**config.mk**
```make
export PLATFORM = sky130hd
export DESIGN_NAME = alu_arbiter
export DESIGN_NICKNAME = d
export VERILOG_FILES = /design/src/rtl/alu_arbiter.sv
export SDC_FILE = /design/constraint.sdc
export NUM_CORES = 1
export LEC_CHECK = 0
export ABC_AREA = 1
export BUFFER_PORTS_ARGS = -buffer_cell sky130_fd_sc_hd__buf_2
export CELL_PAD_IN_SITES_DETAIL_PLACEMENT = 1
export CELL_PAD_IN_SITES_GLOBAL_PLACEMENT = 1
export CORE_ASPECT_RATIO = 1.75
export CORE_MARGIN = 2
export CORE_UTILIZATION = 33
export DETAILED_ROUTE_END_ITERATION = 16
export PLACE_DENSITY_LB_ADDON = 0.1
export SLEW_MARGIN = 15
export SYNTH_ARGS = -nofsm -noshare
export SYNTH_HDL_FRONTEND = slang
export SYNTH_SLANG_ARGS = --single-unit
```
**constraint.sdc**
```tcl
create_clock -name clk -period 2.3 [get_ports clk]
set_clock_uncertainty 0.2 [all_clocks]
set_input_delay 0.23 -clock clk [delete_from_list [all_inputs] [get_ports clk]]
set_output_delay 0.23 -clock clk [all_outputs]
set_load 0.005 [all_outputs]
```
**src/rtl/alu_arbiter.sv**
```systemverilog
// Round-robin arbiter that shares one combinational 16-bit ALU between two requesters.
// Each accepted op runs IDLE -> EXEC -> RESP and produces exactly one tagged response strobe.
module alu_arbiter #(
    parameter int n  = 16,
    parameter int CW = 16
) (
    input  logic          clk,
    input  logic          reset,
    input  logic          req0_valid,
    output logic          req0_ready,
    input  logic [3:0]    req0_op,
    input  logic [n-1:0]  req0_a,
    input  logic [n-1:0]  req0_b,
    input  logic          req1_valid,
    output logic          req1_ready,
    input  logic [3:0]    req1_op,
    input  logic [n-1:0]  req1_a,
    input  logic [n-1:0]  req1_b,
    output logic [3:0]    alu_control,
    output logic [n-1:0]  alu_a,
    output logic [n-1:0]  alu_b,
    input  logic [n-1:0]  alu_result,
    input  logic          alu_zero,
    output logic          resp_valid,
    output logic          resp_id,
    output logic [n-1:0]  resp_result,
    output logic          resp_zero,
    output logic          busy,
    output logic [CW-1:0] op_count
);

    typedef enum logic [1:0] {IDLE, EXEC, RESP} state_t;

    state_t        r_state;
    state_t        w_nextState;
    logic          r_lastGrant;
    logic          r_id;
    logic [3:0]    r_aluControl;
    logic [n-1:0]  r_aluA;
    logic [n-1:0]  r_aluB;
    logic          r_respId;
    logic [n-1:0]  r_respResult;
    logic          r_respZero;
    logic [CW-1:0] r_opCount;
    logic          w_grant;
    logic          w_grantValid;
    logic          w_accept;

    // Under contention the requester that did not win last time gets the grant.
    always_comb begin
        w_nextState  = r_state;
        w_grant      = 1'b0;
        w_grantValid = 1'b0;
        case (r_state)
            IDLE: begin
                if (req0_valid && req1_valid) begin
                    w_grant      = ~r_lastGrant;
                    w_grantValid = 1'b1;
                end else if (req0_valid) begin
                    w_grant      = 1'b0;
                    w_grantValid = 1'b1;
                end else if (req1_valid) begin
                    w_grant      = 1'b1;
                    w_grantValid = 1'b1;
                end
                if (w_grantValid) begin
                    w_nextState = EXEC;
                end
            end
            EXEC:    w_nextState = RESP;
            RESP:    w_nextState = IDLE;
            default: w_nextState = IDLE;
        endcase
    end

    assign w_accept   = w_grantValid && !reset;
    assign req0_ready = w_accept && !w_grant;
    assign req1_ready = w_accept && w_grant;

    always_ff @(posedge clk) begin
        if (reset) begin
            r_state <= IDLE;
        end else begin
            r_state <= w_nextState;
        end
    end

    // A reset landing in EXEC or RESP simply discards the in-flight op and its count.
    always_ff @(posedge clk) begin
        if (reset) begin
            r_lastGrant  <= 1'b1;
            r_id         <= 1'b0;
            r_aluControl <= '0;
            r_aluA       <= '0;
            r_aluB       <= '0;
            r_respId     <= 1'b0;
            r_respResult <= '0;
            r_respZero   <= 1'b0;
            r_opCount    <= '0;
        end else begin
            case (r_state)
                IDLE: begin
                    if (w_accept) begin
                        if (w_grant) begin
                            r_aluControl <= req1_op;
                            r_aluA       <= req1_a;
                            r_aluB       <= req1_b;
                        end else begin
                            r_aluControl <= req0_op;
                            r_aluA       <= req0_a;
                            r_aluB       <= req0_b;
                        end
                        r_id        <= w_grant;
                        r_lastGrant <= w_grant;
                    end
                end
                EXEC: begin
                    r_respResult <= alu_result;
                    r_respZero   <= alu_zero;
                    r_respId     <= r_id;
                end
                RESP:    r_opCount <= r_opCount + CW'(1);
                default: ;
            endcase
        end
    end

    assign alu_control = r_aluControl;
    assign alu_a       = r_aluA;
    assign alu_b       = r_aluB;
    assign resp_valid  = (r_state == RESP) && !reset;
    assign resp_id     = r_respId;
    assign resp_result = r_respResult;
    assign resp_zero   = r_respZero;
    assign busy        = (r_state != IDLE);
    assign op_count    = r_opCount;

endmodule

```
== Yosys cells after proc, flatten, opt, wreduce, memory -nomap -nowiden ==
Index checks and enable logic that the tools add are counted.
Cells by class
  reductions and logical operators: 10
  mux-type cells: 13
  equality and inequality tests: 3
  $add $sub $neg: 1
  bitwise logic cells: 1
Operators with widths (number)
  16-bit 2-to-1 mux: 2
  16-bit by 1-bit adder with 16-bit output, second input constant: 1
  1-bit 2-to-1 mux: 8
  1-bit logical AND: 5
  4-bit 2-to-1 mux: 1
  2-bit case mux with 2 select lines: 1
  2-bit by 1-bit equality test with 1-bit output, second input constant: 1
  2-bit equality test, second input constant: 1
  1-bit logical NOT: 2
  2-bit logical NOT: 1
  2-bit 2-to-1 mux: 1
  2-bit by 1-bit != test with 1-bit output, second input constant: 1
  2-bit AND reduction: 1
  2-bit nonzero test: 1
  1-bit NOT: 1
Storage, ports and cells
  output and inout port bits: 74
  bits in registers: 74
  input bits: 93
  logic and storage cells: 38

== Longest topological paths before layout ==
Gate-level depths: netlist (run 1).
  word-level depth: 7
  mapped depth: 8
  mapped depth without buffers: 8

== Least setup slack after synthesis (run 1) ==
Ideal clock, no wire load.
  path type: register to output
  start: reg r_state[1]
  end: out req1_ready
  path buffers: 1
  data arrival time: 1.077 ns
  path slack: 0.793 ns
  required time: 1.870 ns
  stages on the path, launching flop included: 7
  cells stage by stage: dfxtp_1 -> nor2_4 -> o21ai_2 -> nor2_4 -> buf_2 -> nand3_1 -> inv_1
Between the ends
  word-level cells in the longest chain between the ends: 4
  elaborated cells on any way between the ends: 5
  those cells by class: mux: 2; reduce/logical: 3
Ends and longest elaborated chain
  start: declaration: line 34  | state_t r_state;
  start signal: assignment: line 84  | r_state <= w_nextState;
  2-bit logical NOT (*): line 54  | case (r_state)
  1-bit 2-to-1 mux: line 54
  1-bit logical AND: line 76  | assign w_accept = w_grantValid && !reset;
  1-bit logical AND (*): line 78  | assign req1_ready = w_accept && w_grant;
  end: declaration: line 15  | output logic req1_ready,
Mark *: on every way between the ends. The rest lies on a longest branch, timed or not.

== Worst setup path after layout (run 1) ==
Ends and elaborated chain as after synthesis.

==> results of run 1 <==
==> path summary, 6_finish.rpt <==
| path | endpoint | slack, ns | cells past startpoint |
|---|---|---|---|
| min | r_id | 0.04 | 3 |
| max | req1_ready | 0.24 | 7 |
| max reg2reg | alu_a[12] | 0.49 | 6 |
| min reg2reg | alu_b[11] | 0.26 | 2 |
==> state kept, by name (all words and copies together), names as in the netlist <==
| register | flops |
|---|---|
| resp_id | 1 |
| r_id | 1 |
| r_state | 2 |
| op_count | 16 |
| alu_control | 4 |
| r_lastGrant | 1 |
| alu_b | 16 |
| resp_result | 16 |
| alu_a | 16 |
| resp_zero | 1 |
==> cell families (layout without fill, tap and decap cells) <==
logic type | Yosys count | count (layout) | synth area share, %
simple gates | 231 | 231 | 28.18
flops | 74 | 74 | 44.85
xor+xnor | 3 | 3 | 0.7956
compound gates | 104 | 104 | 15.98
buf+inv | 80 | 261 | 9.810
fa+ha+maj | 1 | 1 | 0.3787
==> synth_stat cells (3+ instances only) <==
cell	number	area (µm²)
nand2_1	139	521.8
dfxtp_1	74	1481
nor2_1	72	270.3
inv_1	54	202.7
o21ai_0	53	265.3
a21oi_1	40	200.2
clkbuf_1	11	41.29
buf_2	10	50.05
nand3_1	9	45.04
o21ai_1	8	40.04
nand4_1	4	25.02
nor2_4	3	33.78
xor2_1	3	26.28
==> through the flow <==
| stage | utilization [%] | total power [µW] | instances | cell area, µm² |
|---|---|---|---|---|
| 6_report | 48.21 | 3350 | 799 | 4720 |
| 4_1_cts | 48.21 | 3399 | 799 | 4720 |
| 2_1_floorplan | - | 1700 | 493 | 3303 |
| 3_5_place_dp | 43.38 | 1941 | 766 | 4247 |
| 5_1_grt | 48.21 | 3522 | 799 | 4720 |
| 3_3_place_gp | 43.38 | 1922 | 766 | 4247 |
==> per-layer routing <==
metal | vias up | share of wire [%] | track usage [%]
met5 | - | 0 | 0
met4 | 0 | 2.6 | 8.142
met3 | 20 | 4.7 | 4.847
met2 | 102 | 56 | 37.35
met1 | 1762 | 37 | 21.39
li1 | 1890 | - | -
==> area by class of cell <==
cell class | count | share of cell area, %
clock buffers | 9 | 4.772
clock inverters | 7 | 1.644
inverters | 56 | 4.454
multi-input cells | 339 | 31.73
flip-flops and latches | 74 | 31.39
well taps | 125 | 3.314
repair buffers | 189 | 22.69
==> tightest hold or removal path: stages <==
cell and delay (ns):
buf_2 0.13, nand3_1 0.11, nand2_1 0.05
==> power breakdown <==
part | internal (µW) | switching (µW) | total [µW]
sequential | 1360 | 42.0 | 1410
combinational | 231 | 291 | 522
clock | 847 | 575 | 1420
==> what timing repair did <==
item | in CTS | in global routing
setup endpoints to repair | 0 | 0
resized for setup | 0 | 0
hold buffers | 17 | 0
hold endpoints to repair | 17 | 0
setup buffers | 0 | 0
==> out/metrics.yaml, run 1 <==
synth:
  seq_area_frac_synth_pct: 44.85
  yosysWarnings: 0
  syn_inst: 493
  syn_avg_cell_area_um2: 6.700
  ys.flop_type: "dfxtp_1"
  synthArstFlopShare_pct: 0
  synth_area_um2: 3303
  syn-num-nets: 587
  synth_seq_cells: 74
  synth_cell_types: 26
  synth-edff-count: 0
placement:
  dp_hpwl_um: 7952
  numPortBuffers: 166
  dp_slack_ns: 0.4645
  place_congestion: 0.7558
global_route:
  grt_start_max_net_pins: 41
  grt_pass1_wl_um: 17260
  antenna_found_initial: 0
  grt_pass1_vias: 3723
  grtUsageTotal_pct: 20.18
  grt-ovfl-total: 0
floorplanning:
  fp.dieH_um: 136.4
  die_w_um: 79.63
  num_rows: 48
  core_um2: 9789
  ios: 167
  design.die.area_um2: 10860
  initial_core_util_pct: 33.74
clock_network:
  clk-insertion-delay-late_ns: 0.33
  clock_path_buffers: 2
  cts_buffers: 9
  cts_tree: "yes"
  htreeDepth: 3
  path_clk_slew_ns: 0.06
  cts_root_buf: "clkbuf_16"
  clock_sinks: 74
timing:
  setup_slack_ns: 0.2362
  setup_viol: 0
  period_needed_ns: 2.064
  worstMarginPinSlew_ns: 0.6291
  relSlewSlack_pct: 58.00
  rsz0062_at_grt: "false"
  drv_slew: 0
  final_hold_viol_count: 0
  timing.hold.ws_ns: 0.03561
  period_share_pct: 89.73
  fin_setup_tns_ns: 0
  max_freq_mhz: 484.5
power:
  cellPowerDensity_nw_per_um2: 709.9
  p_leak_uw: 0.002415
  max-vdd-ir-drop_uv: 366.5
final_layout:
  n_fill_cell: 1327
  layout.nets: 763
  area_growth_pct: 42.88
  final_cell_mix: "buf_2, nand2_1, dfxtp_1, nor2_1, inv_1"
  multi_input_area_um2: 1498
  layout_commonest_cell: "buf_2"
  drive_gt1_share_pct: 29.08
  antenna_cells: 0
  regArea_um2: 1481
setup_path:
  cp-end-kind: "primary output"
  crit_top_cell: "nor2_4"
  cp_max_fo: 15
  slowest_delay_ns: 0.38
  startpoint: "r_state[1]"
  crit_required_ns: 1.87
  path_cells: "nor2_4 -> o21ai_2 -> nor2_4 -> buf_4 -> nand3_1 -> inv_1 -> buf_2"
  cp_top_family: "simple AND/OR/NAND/NOR gates"
  crit_path_start_kind: "flop"
  crit_buf_inv: 3
  setup.worst_path.class: "flop to primary output"
  worstReg2RegStart: "r_state[1]"
  crit_arrival_ns: 1.63
  cp_slowest_cell: "dfxtp_1"
run_status:
  status: "finished, final reports clean"
drt:
  dr.first_iter.drc_count: 73
  wl_per_cell_um: 13.72
  routed_via_density: 4.723
  antenna_left: 0
  drc_errors: 0
  drt-total-wl_um: 10960
  dr.pass1.iters: 4
  vias: 3774
hold_path:
  hold_start: "req1_valid"
  worstHoldPathType: "input pin to flop"
flow_run:
  cap_violations: 0
(Power assumes the default switching activity.)
==> inputs of run 2 (changes only) <==
==> constraint.sdc (replaced) <==
create_clock -name clk -period 2.3 [get_ports clk]
set_clock_uncertainty 0.2 [all_clocks]
set_input_delay 0.46 -clock clk [delete_from_list [all_inputs] [get_ports clk]]
set_output_delay 0.46 -clock clk [all_outputs]
set_load 0.005 [all_outputs]
==> out/metrics.yaml, run 2 (synthesis gave the netlist of run 1 again) <==
timing:
  period_share_pct: 86.94
  worstMarginPinSlew_ns: 0.5614
  setup_slack_ns: 0.3004
  rsz0062_at_grt: "false"
  relSlewSlack_pct: 62.34
  fin_setup_tns_ns: 0
  drv_slew: 0
  max_freq_mhz: 500.1
  period_needed_ns: 2.000
  final_hold_viol_count: 0
  setup_viol: 0
setup_path:
  crit_required_ns: 1.64
  slowest_delay_ns: 0.38
  crit_arrival_ns: 1.34
  crit_top_cell: "nor2_4"
  path_cells: "nor2_4 -> o21ai_2 -> nor2_4 -> nand3_1 -> inv_1 -> buf_2"
  setup.worst_path.class: "flop to primary output"
  cp_max_fo: 4
  crit_path_start_kind: "flop"
  crit_buf_inv: 2
  cp_slowest_cell: "dfxtp_1"
  cp-end-kind: "primary output"
  cp_top_family: "flip-flops"
final_layout:
  area_growth_pct: 39.89
  utilization_pct: 47.20
  final_cell_mix: "buf_2, nand2_1, dfxtp_1, nor2_1, inv_1"
  layout_commonest_cell: "buf_2"
  antenna_cells: 0
  drive_gt1_share_pct: 30.36
  n_fill_cell: 1343
  layout.nets: 751
  final_cell_area_um2: 4621
drt:
  drt-total-wl_um: 10710
  dr.pass1.iters: 4
  antenna_left: 0
  dr.first_iter.drc_count: 58
  vias: 3705
  wl_per_cell_um: 13.61
  routed_via_density: 4.708
  drc_errors: 0
clock_network:
  path_clk_slew_ns: 0.06
  clock_path_buffers: 2
  clk-insertion-delay-late_ns: 0.33
  cts_buffers: 9
  cts_resized: 0
  htreeDepth: 3
  cts_tree: "yes"
  cts_root_buf: "clkbuf_16"
  ctsHoldBuffers: 0
  clock_sinks: 74
global_route:
  grt_pass1_wl_um: 17250
  grtUsageTotal_pct: 20.22
  antenna_found_initial: 0
  grt_start_max_net_pins: 73
  grt_pass1_vias: 3770
  grt-ovfl-total: 0
placement:
  dp_slack_ns: 0.2200
  place_congestion: 0.7354
  numPortBuffers: 166
  dp_hpwl_um: 8332
  dpl_cell_area_um2: 4264
hold_path:
  worstHoldPathType: "input pin to flop"
floorplanning:
  core_um2: 9789
  num_rows: 48
  fp.dieH_um: 136.4
  initial_core_util_pct: 33.74
  design.die.area_um2: 10860
  die_w_um: 79.63
  ios: 167
power:
  cellPowerDensity_nw_per_um2: 768.7
  max-vdd-ir-drop_uv: 471.9
  p_leak_uw: 0.002395
run_status:
  status: "finished, final reports clean"
flow_run:
  cap_violations: 0
==> run 2: power breakdown <==
| group | leakage, µW | switching (µW) | total, µW | internal (µW) |
|---|---|---|---|---|
| registers | 0.000604 | 42.8 | 1410 | 1360 |
| logic | 0.00162 | 289 | 508 | 219 |
| clock network | 0.000167 | 568 | 1640 | 1070 |
==> run 2: timing repair <==
action                     in CTS  in global routing
hold endpoints to repair        0                  0
setup endpoints to repair       2                  0
buffers inserted                1                  0
==> run 2: metal layers <==
| layer | vias up | routed length (µm) | GRT usage [%] |
|---|---|---|---|
| met5 | - | 0 | 0 |
| met3 | 15 | 549 | 5.046 |
| li1 | 1866 | - | - |
| met2 | 106 | 6017 | 38.28 |
| met4 | 0 | 191 | 6.705 |
| met1 | 1718 | 3955 | 21.17 |
==> run 2: stage by stage <==
stage / std cells / hold slack, ns / power, µW
after global routing: 787 / 0.1412 / 3740
after global placement: 770 / 0.2488 / 1928
after CTS: 787 / 0.1378 / 3609
after detailed placement: 770 / 0.2570 / 1951
final: 787 / 0.1478 / 3552
after floorplan: 493 / 0.2413 / 1700
==> run 2: area by class of cell <==
type | count | area, µm² | share of cell area [%]
multi-input cells | 339 | 1498 | 32.41
well taps | 125 | 156.4 | 3.385
flip-flops and latches | 74 | 1481 | 32.06
clock inverters | 7 | 123.9 | 2.681
inverters | 56 | 210.2 | 4.549
repair buffers | 177 | 925.9 | 20.04
clock buffers | 9 | 225.2 | 4.874
==> run 2: worst register-to-register path: stages, from the launching register on <==
cell     delay (ns)
dfxtp_1        0.38
nor2_4         0.15
o21ai_2        0.09
nor2_4         0.13
buf_4          0.23
buf_4          0.29
nand2_1        0.09
a21oi_1        0.15
==> run 2: final timing paths <==
path	from	endpoint	slack, ns	cells past startpoint
max	r_state[1]	req1_ready	0.30	6
min	alu_result[6]	resp_result[6]	0.15	3
max reg2reg	r_state[1]	alu_b[8]	0.53	7
min reg2reg	alu_b[1]	alu_b[1]	0.26	2
